<file path="config.mk">
export PLATFORM = sky130hd
export DESIGN_NAME = dpcm_player
export DESIGN_NICKNAME = d
export VERILOG_FILES = /design/src/rtl/dpcm_player.sv
export SDC_FILE = /design/constraint.sdc
export NUM_CORES = 1
export LEC_CHECK = 0
export CAP_MARGIN = 30
export CORE_MARGIN = 3
export CORE_UTILIZATION = 55
export DETAILED_ROUTE_END_ITERATION = 10
export MAX_ROUTING_LAYER = met4
export PLACE_DENSITY = 0.83
export SKIP_CTS_REPAIR_TIMING = 1
export SLEW_MARGIN = 15
export SYNTH_ARGS = -nofsm -noshare
export SYNTH_HDL_FRONTEND = slang
export SYNTH_HIERARCHICAL = 1
export SYNTH_SLANG_ARGS = --single-unit
export TNS_END_PERCENT = 50
</file>
<file path="constraint.sdc">
create_clock -name clk -period 6.5 [get_ports clk]
set_input_delay 1.95 -clock clk [delete_from_list [all_inputs] [get_ports clk]]
set_output_delay 1.95 -clock clk [all_outputs]
set_load 0.1 [all_outputs]
</file>
<file path="src/rtl/dpcm_player.sv">
// dpcm_player: delta-modulation sample channel; bytes fetched over req/ack into a prefetch FIFO, shifted out as +/-STEP level changes. Optional DPCM_DIRECT_LOAD_EN enables reg_sel 1 direct level loads.
// Latency: first mem_req on the clk edge that samples start; one byte per 2 clk with mem_ack high; level moves one STEP per rate tick.
// Backpressure: no request is issued while FIFO occupancy plus the outstanding request would exceed FIFO_DEPTH; mem_req holds until mem_ack.
module dpcm_fifo #(
    parameter int DEPTH = 1,
    parameter int WIDTH = 8
) (
    input  logic             clk,
    input  logic             rst_l,
    input  logic             push,
    input  logic             pop,
    input  logic [WIDTH-1:0] push_dat,
    output logic [WIDTH-1:0] head_dat,
    output logic [4:0]       count
);
    localparam int AW = (DEPTH > 1) ? $clog2(DEPTH) : 1;

    logic [WIDTH-1:0] mem [0:(1<<AW)-1];
    logic [AW-1:0]    wr_ptr;
    logic [AW-1:0]    rd_ptr;

    always_ff @(posedge clk or negedge rst_l) begin
        if (!rst_l) begin
            wr_ptr <= '0;
            rd_ptr <= '0;
            count  <= '0;
        end else begin
            if (push) wr_ptr <= wr_ptr + 1'b1;
            if (pop)  rd_ptr <= rd_ptr + 1'b1;
            if (push && !pop)      count <= count + 5'd1;
            else if (pop && !push) count <= count - 5'd1;
        end
    end

    always_ff @(posedge clk) begin
        if (push) mem[wr_ptr] <= push_dat;
    end

    assign head_dat = mem[rd_ptr];
endmodule

module dpcm_player #(
    parameter int FIFO_DEPTH = 1,
    parameter int OUT_WIDTH  = 7,
    parameter int STEP       = 2
) (
    input  logic                 clk,
    input  logic                 rst_l,
    input  logic                 cpu_clk_en,
    input  logic                 reg_wr,
    input  logic [1:0]           reg_sel,
    input  logic [7:0]           reg_wdata,
    input  logic                 start,
    input  logic                 stop,
    input  logic                 irq_clr,
    output logic                 mem_req,
    output logic [15:0]          mem_addr,
    input  logic                 mem_ack,
    input  logic [7:0]           mem_data,
    output logic                 active,
    output logic                 irq_l,
    output logic [OUT_WIDTH-1:0] vol_out
);
    localparam logic [4:0]           DEPTH_W = 5'(FIFO_DEPTH);
    localparam logic [OUT_WIDTH-1:0] STEP_W  = OUT_WIDTH'(STEP);
    localparam logic [OUT_WIDTH-1:0] UP_MAX  = OUT_WIDTH'((1 << OUT_WIDTH) - 1 - STEP);

    function automatic logic [8:0] rate_period(input logic [3:0] r);
        case (r)
            4'd0:    rate_period = 9'd428;
            4'd1:    rate_period = 9'd380;
            4'd2:    rate_period = 9'd340;
            4'd3:    rate_period = 9'd320;
            4'd4:    rate_period = 9'd286;
            4'd5:    rate_period = 9'd254;
            4'd6:    rate_period = 9'd226;
            4'd7:    rate_period = 9'd214;
            4'd8:    rate_period = 9'd190;
            4'd9:    rate_period = 9'd160;
            4'd10:   rate_period = 9'd142;
            4'd11:   rate_period = 9'd128;
            4'd12:   rate_period = 9'd106;
            4'd13:   rate_period = 9'd84;
            4'd14:   rate_period = 9'd72;
            default: rate_period = 9'd54;
        endcase
    endfunction

    logic        irq_en, loop_en;
    logic [3:0]  rate;
    logic [7:0]  addr_reg, len_reg;
    logic [15:0] cur_addr;
    logic [11:0] bytes_rem;
    logic        irq_flag;
    logic [8:0]  timer;
    logic [7:0]  shift_reg;
    logic [2:0]  bits_left;
    logic        silence;
    logic [7:0]  fifo_head;
    logic [4:0]  fifo_count;
    logic        unused_bits;

    logic        start_go, ack_hit, last_byte, issue, tick, pop, irq_set, irq_clear;
    logic [15:0] start_addr, next_addr;
    logic [11:0] start_len;
    logic [OUT_WIDTH-1:0] vol_next;

    assign unused_bits = ^reg_wdata[5:4];

    assign active     = (bytes_rem != 12'd0);
    assign irq_l      = ~irq_flag;
    assign start_go   = start && !active;
    assign start_addr = 16'hC000 + {2'b00, addr_reg, 6'b000000};
    assign start_len  = {len_reg, 4'b0000} + 12'd1;
    assign next_addr  = (cur_addr == 16'hFFFF) ? 16'h8000 : cur_addr + 16'd1;
    assign ack_hit    = mem_req && mem_ack;
    assign last_byte  = ack_hit && !stop && (bytes_rem == 12'd1);
    // Outstanding request is always zero when issuing, so occupancy alone bounds the FIFO.
    assign issue      = !mem_req && !stop && (fifo_count < DEPTH_W) && (start_go || active);
    assign irq_set    = last_byte && !loop_en && irq_en;
    assign irq_clear  = irq_clr || (reg_wr && reg_sel == 2'd0 && !reg_wdata[7]);
    assign tick       = cpu_clk_en && (timer == 9'd0);
    assign pop        = tick && (bits_left == 3'd0) && (fifo_count != 5'd0);

    dpcm_fifo #(.DEPTH(FIFO_DEPTH), .WIDTH(8)) u_fifo (
        .clk      (clk),
        .rst_l    (rst_l),
        .push     (ack_hit),
        .pop      (pop),
        .push_dat (mem_data),
        .head_dat (fifo_head),
        .count    (fifo_count)
    );

    always_ff @(posedge clk or negedge rst_l) begin
        if (!rst_l) begin
            irq_en   <= 1'b0;
            loop_en  <= 1'b0;
            rate     <= 4'd0;
            addr_reg <= 8'd0;
            len_reg  <= 8'd0;
        end else if (reg_wr) begin
            case (reg_sel)
                2'd0: begin
                    irq_en  <= reg_wdata[7];
                    loop_en <= reg_wdata[6];
                    rate    <= reg_wdata[3:0];
                end
                2'd2:    addr_reg <= reg_wdata;
                2'd3:    len_reg  <= reg_wdata;
                default: ;
            endcase
        end
    end

    always_ff @(posedge clk or negedge rst_l) begin
        if (!rst_l) begin
            mem_req   <= 1'b0;
            mem_addr  <= 16'd0;
            cur_addr  <= 16'd0;
            bytes_rem <= 12'd0;
            irq_flag  <= 1'b0;
        end else begin
            if (issue) begin
                mem_req  <= 1'b1;
                mem_addr <= start_go ? start_addr : cur_addr;
            end else if (ack_hit) begin
                mem_req <= 1'b0;
            end

            // A stale ack after stop still pushes its byte but leaves the counter at zero.
            if (stop) begin
                bytes_rem <= 12'd0;
            end else if (start_go) begin
                bytes_rem <= start_len;
                cur_addr  <= start_addr;
            end else if (ack_hit && active) begin
                if (last_byte && loop_en) begin
                    bytes_rem <= start_len;
                    cur_addr  <= start_addr;
                end else begin
                    bytes_rem <= bytes_rem - 12'd1;
                    cur_addr  <= next_addr;
                end
            end

            if (irq_set)        irq_flag <= 1'b1;
            else if (irq_clear) irq_flag <= 1'b0;
        end
    end

    always_ff @(posedge clk or negedge rst_l) begin
        if (!rst_l) begin
            timer <= 9'd0;
        end else if (cpu_clk_en) begin
            if (timer == 9'd0) timer <= rate_period(rate) - 9'd1;
            else               timer <= timer - 9'd1;
        end
    end

    always_ff @(posedge clk or negedge rst_l) begin
        if (!rst_l) begin
            shift_reg <= 8'd0;
            bits_left <= 3'd0;
            silence   <= 1'b1;
        end else if (tick) begin
            if (bits_left == 3'd0) begin
                bits_left <= 3'd7;
                if (fifo_count != 5'd0) begin
                    shift_reg <= fifo_head;
                    silence   <= 1'b0;
                end else begin
                    shift_reg <= {1'b0, shift_reg[7:1]};
                    silence   <= 1'b1;
                end
            end else begin
                shift_reg <= {1'b0, shift_reg[7:1]};
                bits_left <= bits_left - 3'd1;
            end
        end
    end

    always_comb begin
        vol_next = vol_out;
        if (tick && !silence) begin
            if (shift_reg[0]) begin
                if (vol_out <= UP_MAX) vol_next = vol_out + STEP_W;
            end else begin
                if (vol_out >= STEP_W) vol_next = vol_out - STEP_W;
            end
        end
`ifdef DPCM_DIRECT_LOAD_EN
        if (reg_wr && reg_sel == 2'd1) vol_next = OUT_WIDTH'(reg_wdata[6:0]) << (OUT_WIDTH - 7);
`endif
    end

    always_ff @(posedge clk or negedge rst_l) begin
        if (!rst_l) vol_out <= '0;
        else        vol_out <= vol_next;
    end
endmodule

</file>
==> summary.txt, run 1 <==
Yosys
  • Cell Area, Synth: 6270 um^2
  • Area fraction in compound gates after synthesis: 14.0%
  • Count of yosys warnings during synthesis: 6
  • Number of synthesized flops with an enable pin: 16
  • Post-synthesis register bit count: 118
  • Avg Inst Size Synth: 10.6 um^2
  • Simple-gate portion of the synthesized area: 15.8%
  • Sequential area share after synthesis: 48.4%
  • Multiplexer fraction of the synthesized cell area: 11.3%
  • Netlist cell types: 76
  • Xor and xnor area share after synthesis: 2.79%
  • Largest family of logic cells by synthesized area: simple AND/OR/NAND/NOR gates
  • Synth async-reset ratio: 86.4%
  • Commonest register cell after synthesis: sky130_fd_sc_hd__dfrtp_1
  • Syn nets: 640
  • Arithmetic-cell share of the synthesized area counting full adders, half adders and majority gates: 4.51%
  • Cell count after synthesis: 592

Worst setup path
  • Worst path bufs/invs: 3
  • Reg2reg path depth: 13
  • End of the worst register-to-register path: u_fifo/count[4]$_DFFE_PN0P_
  • Biggest cell delay along the critical path: 0.62 ns
  • Last element of the critical path: u_fifo/count[4]$_DFFE_PN0P_
  • Category of the most critical setup path: in -> reg
  • Required time worst endpoint: 6.79 ns
  • Timing startpoint of the critical path: cpu_clk_en
  • Startpoint type of the worst setup path: input port
  • Cells along the critical path: clkdlybuf4s50_1 > nand3b_1 > nand2b_1 > nand2b_1 > nor2_1 > inv_1 > ha_1 > inv_1 > ha_1 > or4_1 > o211ai_2 > o211ai_1
  • Reg2Reg Launch Point: timer[0]$_DFFE_PN0P_
  • Slack of the worst reg-to-reg path: 3.03 ns
  • Crit-path max FO: 12
  • Critical Path Stages: 12
  • Crit-path leading delay family: simple AND/OR/NAND/NOR gates
  • Element type at the critical path end: flop
  • Slowest CP cell: sky130_fd_sc_hd__clkdlybuf4s50_1
  • Arrival time of data at the critical path endpoint: 5.23 ns

Die
  • Chip height: 113 um
  • Standard cell core area: 11,000 um^2
  • Die area: 12,700 um^2
  • Effective utilization at floorplan: 57.1%
  • Die W: 113 um
  • Number of top-level pins: 52
  • Std-Cell Rows: 38

Clocking
  • Number of buffers between clock root and the deepest sink: 2
  • Maximum level of the CTS H-tree: 4
  • Reg clk slew, reported paths: 0.05 ns
  • Clock tree from TritonCTS: built
  • Clock latency at the later pin of the worst-skew pair: 0.42 ns
  • Cell at the root of the clock tree: sky130_fd_sc_hd__clkbuf_16
  • Count of clock tree sinks: 118
  • Total CTS buffers: 17

Timing
  • Setup repair after global routing missed its margin: no
  • Number of pins with negative max-slew slack in the final report: 0
  • Post-layout worst setup margin: 1.55 ns
  • Aggregate negative setup slack: 0 ns
  • Final-layout worst hold slack: 0.483 ns
  • Final period util: 76.1%
  • Hold violation total from the final report: 0
  • Crit path time final: 4.95 ns
  • Final clock skew: 0.00818 ns
  • Slew at the pin closest to its max-slew limit: 1.02 ns
  • Final-report setup violation count: 0
  • Achievable frequency: 202 MHz
  • Tightest slew margin relative to the limit: 31.5%

Run status
  • Result of the run: finished, final reports clean

Place
  • Total instance count after detailed placement: 762
  • Half-perimeter wire length of the detailed placement result: 10000 um
  • Global placer's final weighted congestion: 0.881
  • IO Port Bufs: 50
  • Cell area reported after detailed placement: 6870 um^2
  • Setup slack at placement: 1.14 ns

Worst hold path
  • Hold Path Class: reg -> reg
  • Hold path startpoint: mem_addr[8]$_DFFE_PN0P_

Global routing
  • Antenna violations before repair: 0
  • Via count of the first global-routing pass: 4,825
  • Met3 Use GR: 5.88%
  • Overflow left after global routing: 0
  • Fraction of met2 tracks used by global routing: 39.3%
  • Global-route total usage across every layer: 24.8%
  • Maximum number of pins on one net before global-route repair: 56
  • Most congested layer reported by global routing: met2
  • Global routing met1 resource utilization: 31.6%
  • Wire length of the first global-routing pass: 24,500 um

Layout
  • Cell Count, Final, Fillers Out: 793
  • Final instance area: 7540 um^2
  • Proportion of layout cells with a drive suffix above 1: 11.5%
  • Total of fill cells in the finished design: 778
  • Final layout net count: 689
  • Synthesis-to-finish area growth: 20.2%
  • Area of the multi-input gates: 3040 um^2
  • Sequential cell area: 3030 um^2
  • Regs by FF count: cur_addr (16), mem_addr (16), u_fifo/mem (16)
  • Total inserted antenna cells: 0

Routing
  • Vias/cell: 6.14
  • WL/cell: 18.4 um
  • DR iter-0 viols: 460
  • Number of detailed-route iterations in the first pass: 6
  • Vias post-DR: 4,871
  • Final routed DRC violation total: 0
  • Wire length after detailed routing: 14,600 um
  • Number of routed nets with antenna violations: 0

Power
  • Static Leak: 3.21 nW
  • Maximum vdd drop: 0.315 mV
  • Power Density: 488 nW/um^2

Job
  • Max-capacitance violation count: 0
-- stage by stage --
step	util [%]	total power [mW]
floorplan	-	2.26
global placement	62.5	2.55
detailed placement	62.6	2.62
CTS	68.6	3.67
global route	68.6	3.87
finish	68.6	3.68
-- cells in the mapped netlist, drive strengths merged (8+ instances only) --
| cell type | instances | area, um^2 |
|---|---|---|
| a21oi | 16 | 80.1 |
| a22o | 13 | 114 |
| buf | 11 | 60.1 |
| clkbuf | 14 | 52.6 |
| dfrtp | 101 | 2530 |
| edfxtp | 16 | 480 |
| ha | 21 | 263 |
| inv | 23 | 86.3 |
| mux2 | 33 | 372 |
| mux2i | 31 | 314 |
| nand2 | 57 | 214 |
| nand3 | 13 | 70.1 |
| nand4 | 8 | 56.3 |
| nor2 | 28 | 108 |
| nor2b | 9 | 56.3 |
| nor3 | 20 | 116 |
| o211ai | 8 | 65.1 |
| o21ai | 54 | 270 |
| xnor2 | 14 | 123 |
-- kinds of logic (layout without fill, tap and decap cells) --
family	after synthesis	count (layout)
compound gates	133	133
xor+xnor	20	20
fa+ha+maj	22	22
buf+inv	48	109
flops	118	118
mux	65	65
other cells	1	1
simple gates	185	185
-- worst register-to-register path, cell delays in order (launching register included) --
cell and delay (ns):
sky130_fd_sc_hd__dfrtp_1 0.42, sky130_fd_sc_hd__inv_1 0.09, sky130_fd_sc_hd__ha_1 0.20, sky130_fd_sc_hd__nand3b_1 0.18, sky130_fd_sc_hd__nand2b_1 0.24, sky130_fd_sc_hd__nand2b_1 0.37
sky130_fd_sc_hd__nor2_1 0.26, sky130_fd_sc_hd__inv_1 0.07, sky130_fd_sc_hd__ha_1 0.26, sky130_fd_sc_hd__inv_1 0.18, sky130_fd_sc_hd__ha_1 0.33, sky130_fd_sc_hd__or4_1 0.54
sky130_fd_sc_hd__o211ai_2 0.09, sky130_fd_sc_hd__o211ai_1 0.11
-- placed cells by master, fill, tap and decap left out, drive strengths merged, types with 4 or more instances in the layout --
cell	n
dfrtp	101
nand2	57
o21ai	54
clkdlybuf4s50	49
mux2	33
mux2i	31
nor2	28
clkbuf	25
inv	23
ha	21
nor3	20
a21oi	16
edfxtp	16
xnor2	14
a22o	13
nand3	13
nor2b	9
nand4	8
o211ai	8
nand2b	7
nor4	7
xor2	6
buf	6
and3	5
or3	5
nand4b	4
o2bb2ai	4
or4	4
bufinv	4
or2	4
-- final cells by class --
type                    instances  share of cell area (%)
clock buffers                  25                    6.97
multi-input cells             426                    40.3
flip-flops and latches        118                    40.3
well taps                     140                    2.32
repair buffers                 55                    7.21
inverters                      23                    1.15
clock inverters                 6                    1.81
-- power breakdown --
part           leakage (nW)  switching, mW  internal (mW)  total [mW]
clock network         0.322          0.322          0.711        1.03
registers              1.44          0.240          0.955        1.19
logic                  1.45          0.928          0.519        1.45
total                  3.21           1.49           2.19        3.68
-- routing by layer --
layer / part of all wire (%) / vias to the layer above
met2: 50 / 166
met5: 0 / -
met1: 43 / 2397
met4: 2.1 / 0
met3: 5.5 / 40
li1: - / 2268
-- worst min path at each step --
| stage | slack [ns] | end | depth (start not counted) |
|---|---|---|---|
| 3_3_place_gp | 0.46 | bits_left[2]$_DFFE_PN0N_ | 1 |
| 3_5_place_dp | 0.47 | bits_left[2]$_DFFE_PN0N_ | 1 |
| 5_1_grt | 0.51 | mem_addr[8]$_DFFE_PN0P_ | 2 |
| 2_1_floorplan | 0.44 | bits_left[2]$_DFFE_PN0N_ | 1 |
| 4_1_cts | 0.48 | bits_left[2]$_DFFE_PN0N_ | 1 |
| 6_report | 0.48 | mem_addr[8]$_DFFE_PN0P_ | 2 |
Power figures use the tool's default switching activity.
==> inputs of run 2 (changes only) <==
==> constraint.sdc (replaced) <==
create_clock -name clk -period 4.9 [get_ports clk]
set_input_delay 1.47 -clock clk [delete_from_list [all_inputs] [get_ports clk]]
set_output_delay 1.47 -clock clk [all_outputs]
set_load 0.1 [all_outputs]
==> run 2 against run 1 <==
Compared with the run above: non-clock buffer count grew 2; flip-flop and latch count is the same; routed wire length shrank 1.7%; global-route usage shrank 0.31 points; clock-buffer cell count shrank 6; sequential power grew 33%; critical path type unchanged; critical endpoint unchanged; largest cell class unchanged.
==> summary.txt, run 2 (synthesis gave the netlist of run 1 again) <==
Run status
  • Result of the run: finished, final reports clean

Clocking
  • Reg clk slew, reported paths: 0.05 ns
  • Clock tree from TritonCTS: built
  • Maximum level of the CTS H-tree: 4
  • Count of clock tree sinks: 118
  • Cell at the root of the clock tree: sky130_fd_sc_hd__clkbuf_16
  • Number of buffers between clock root and the deepest sink: 2
  • Clock latency at the later pin of the worst-skew pair: 0.42 ns
  • Total CTS buffers: 17

Layout
  • Total inserted antenna cells: 0
  • Final layout net count: 691
  • Leading cell type in the layout, fill and taps excluded: sky130_fd_sc_hd__dfrtp_1
  • Utilization after layout: 68.3%
  • Regs by FF count: cur_addr (16), mem_addr (16), u_fifo/mem (16)
  • Synthesis-to-finish area growth: 19.6%
  • Cell Count, Final, Fillers Out: 796
  • Proportion of layout cells with a drive suffix above 1: 12.0%
  • Highest-count cells in the layout ignoring fill and taps: sky130_fd_sc_hd__dfrtp_1, sky130_fd_sc_hd__nand2_1, sky130_fd_sc_hd__clkdlybuf4s50_1, sky130_fd_sc_hd__mux2i_1, sky130_fd_sc_hd__o21ai_0

Timing
  • Setup repair after global routing missed its margin: no
  • Final period util: 88.8%
  • Aggregate negative setup slack: 0 ns
  • Final clock skew: 0.00637 ns
  • Slew at the pin closest to its max-slew limit: 1.03 ns
  • Hold violation total from the final report: 0
  • Crit path time final: 4.35 ns
  • Achievable frequency: 230 MHz
  • Tightest slew margin relative to the limit: 30.9%
  • Final-layout worst hold slack: 0.486 ns
  • Final-report setup violation count: 0
  • Number of pins with negative max-slew slack in the final report: 0

Power
  • Sum of internal, switching and leakage power: 4.77 mW
  • Maximum vdd drop: 0.430 mV
  • Static Leak: 3.18 nW
  • Power Density: 636 nW/um^2

Worst setup path
  • Startpoint type of the worst setup path: input port
  • Crit-path leading delay family: simple AND/OR/NAND/NOR gates
  • Slowest CP cell: sky130_fd_sc_hd__clkdlybuf4s50_1
  • End of the worst register-to-register path: u_fifo/count[4]$_DFFE_PN0P_
  • Category of the most critical setup path: in -> reg
  • Arrival time of data at the critical path endpoint: 4.63 ns
  • Reg2reg path depth: 13
  • Slack of the worst reg-to-reg path: 1.57 ns
  • Required time worst endpoint: 5.19 ns
  • Critical Path Stages: 12
  • Worst path bufs/invs: 3
  • Element type at the critical path end: flop
  • Cells along the critical path: clkdlybuf4s50_1 > nand3b_1 > nand2b_1 > nand2b_1 > nor2_1 > inv_1 > ha_1 > inv_1 > ha_1 > or4_1 > o211ai_2 > o211ai_1
  • Last element of the critical path: u_fifo/count[4]$_DFFE_PN0P_
  • Timing startpoint of the critical path: cpu_clk_en
  • Reg2Reg Launch Point: timer[0]$_DFFE_PN0P_
  • Crit-path max FO: 8
  • Biggest cell delay along the critical path: 0.64 ns

Place
  • Global placer's final weighted congestion: 0.899
  • Total instance count after detailed placement: 764
  • Half-perimeter wire length of the detailed placement result: 10,100 um
  • IO Port Bufs: 50

Die
  • Die area: 12,700 um^2
  • Std-Cell Rows: 38
  • Die W: 113 um
  • Number of top-level pins: 52
  • Effective utilization at floorplan: 57.1%
  • Chip height: 113 um
  • Standard cell core area: 11,000 um^2

Routing
  • DR iter-0 viols: 340
  • Number of routed nets with antenna violations: 0
  • Vias post-DR: 4,829
  • Final routed DRC violation total: 0
  • Wire length after detailed routing: 14,300 um
  • Vias/cell: 6.07
  • WL/cell: 18.0 um
  • Number of detailed-route iterations in the first pass: 5

Global routing
  • Antenna violations before repair: 0
  • Maximum number of pins on one net before global-route repair: 59
  • Via count of the first global-routing pass: 4,841
  • Global-route total usage across every layer: 24.5%
  • Overflow left after global routing: 0
  • Wire length of the first global-routing pass: 24,200 um

Worst hold path
  • Hold Path Class: reg -> reg

Job
  • Max-capacitance violation count: 0
run 2: cell types whose count changed in the layout (fill, tap and decap cells not counted), sizes merged:
cell,previous run,this run
clkinv,1,5
clkinvlp,1,5
bufinv,4,3
clkbuf,25,19
buf,6,8
run 2: worst min-delay path by stage:
stage	end	start	slack [ns]	cells past startpoint
detailed placement	bits_left[0]$_DFFE_PN0N_	bits_left[0]$_DFFE_PN0N_	0.48	1
CTS	bits_left[2]$_DFFE_PN0N_	bits_left[2]$_DFFE_PN0N_	0.49	1
global route	mem_addr[10]$_DFFE_PN0P_	mem_addr[10]$_DFFE_PN0P_	0.51	2
finish	mem_addr[10]$_DFFE_PN0P_	mem_addr[10]$_DFFE_PN0P_	0.49	2
floorplan	bits_left[2]$_DFFE_PN0N_	bits_left[2]$_DFFE_PN0N_	0.44	1
global placement	bits_left[2]$_DFFE_PN0N_	bits_left[2]$_DFFE_PN0N_	0.46	1
run 2: power by group:
part	total [mW]	leakage, nW	switching (mW)	internal, mW
Combinational	1.91	1.45	1.22	0.685
Sequential	1.58	1.44	0.312	1.27
Clock	1.28	0.292	0.448	0.837
run 2: stage by stage:
step / setup slack [ns] / cell area (um^2)
6_report: 0.551 / 7500
5_1_grt: 0.386 / 7500
4_1_cts: 0.608 / 7500
3_5_place_dp: 0.181 / 6880
3_3_place_gp: 0.359 / 6880
2_1_floorplan: 0.752 / 6270
run 2: layer usage:
layer  global-route usage, %  vias up  wire, um
met3                    6.15       28       763
li1                        -     2268         -
met5                       -        -         0
met4                    7.37        0       253
met2                    39.6      156      7130
met1                    30.6     2377      6170
run 2: final cells by class:
type                            count  area (um^2)
Timing Repair Buffer               57          551
Fill cell                         818         3480
Clock inverter                     13          153
Sequential cell                   118         3030
Tap cell                          140          175
Inverter                           23         86.3
Clock buffer                       19          464
Multi-Input combinational cell    426         3040
run 2: worst register-to-register path, stage by stage, from the launching register on:
cell and delay [ns]:
sky130_fd_sc_hd__dfrtp_1 0.42, sky130_fd_sc_hd__inv_1 0.08, sky130_fd_sc_hd__ha_1 0.21, sky130_fd_sc_hd__nand3b_1 0.19, sky130_fd_sc_hd__nand2b_1 0.26, sky130_fd_sc_hd__nand2b_1 0.25, sky130_fd_sc_hd__nor2_1 0.20, sky130_fd_sc_hd__inv_1 0.07
sky130_fd_sc_hd__ha_1 0.26, sky130_fd_sc_hd__inv_1 0.19, sky130_fd_sc_hd__ha_1 0.34, sky130_fd_sc_hd__or4_1 0.54, sky130_fd_sc_hd__o211ai_2 0.09, sky130_fd_sc_hd__o211ai_1 0.10
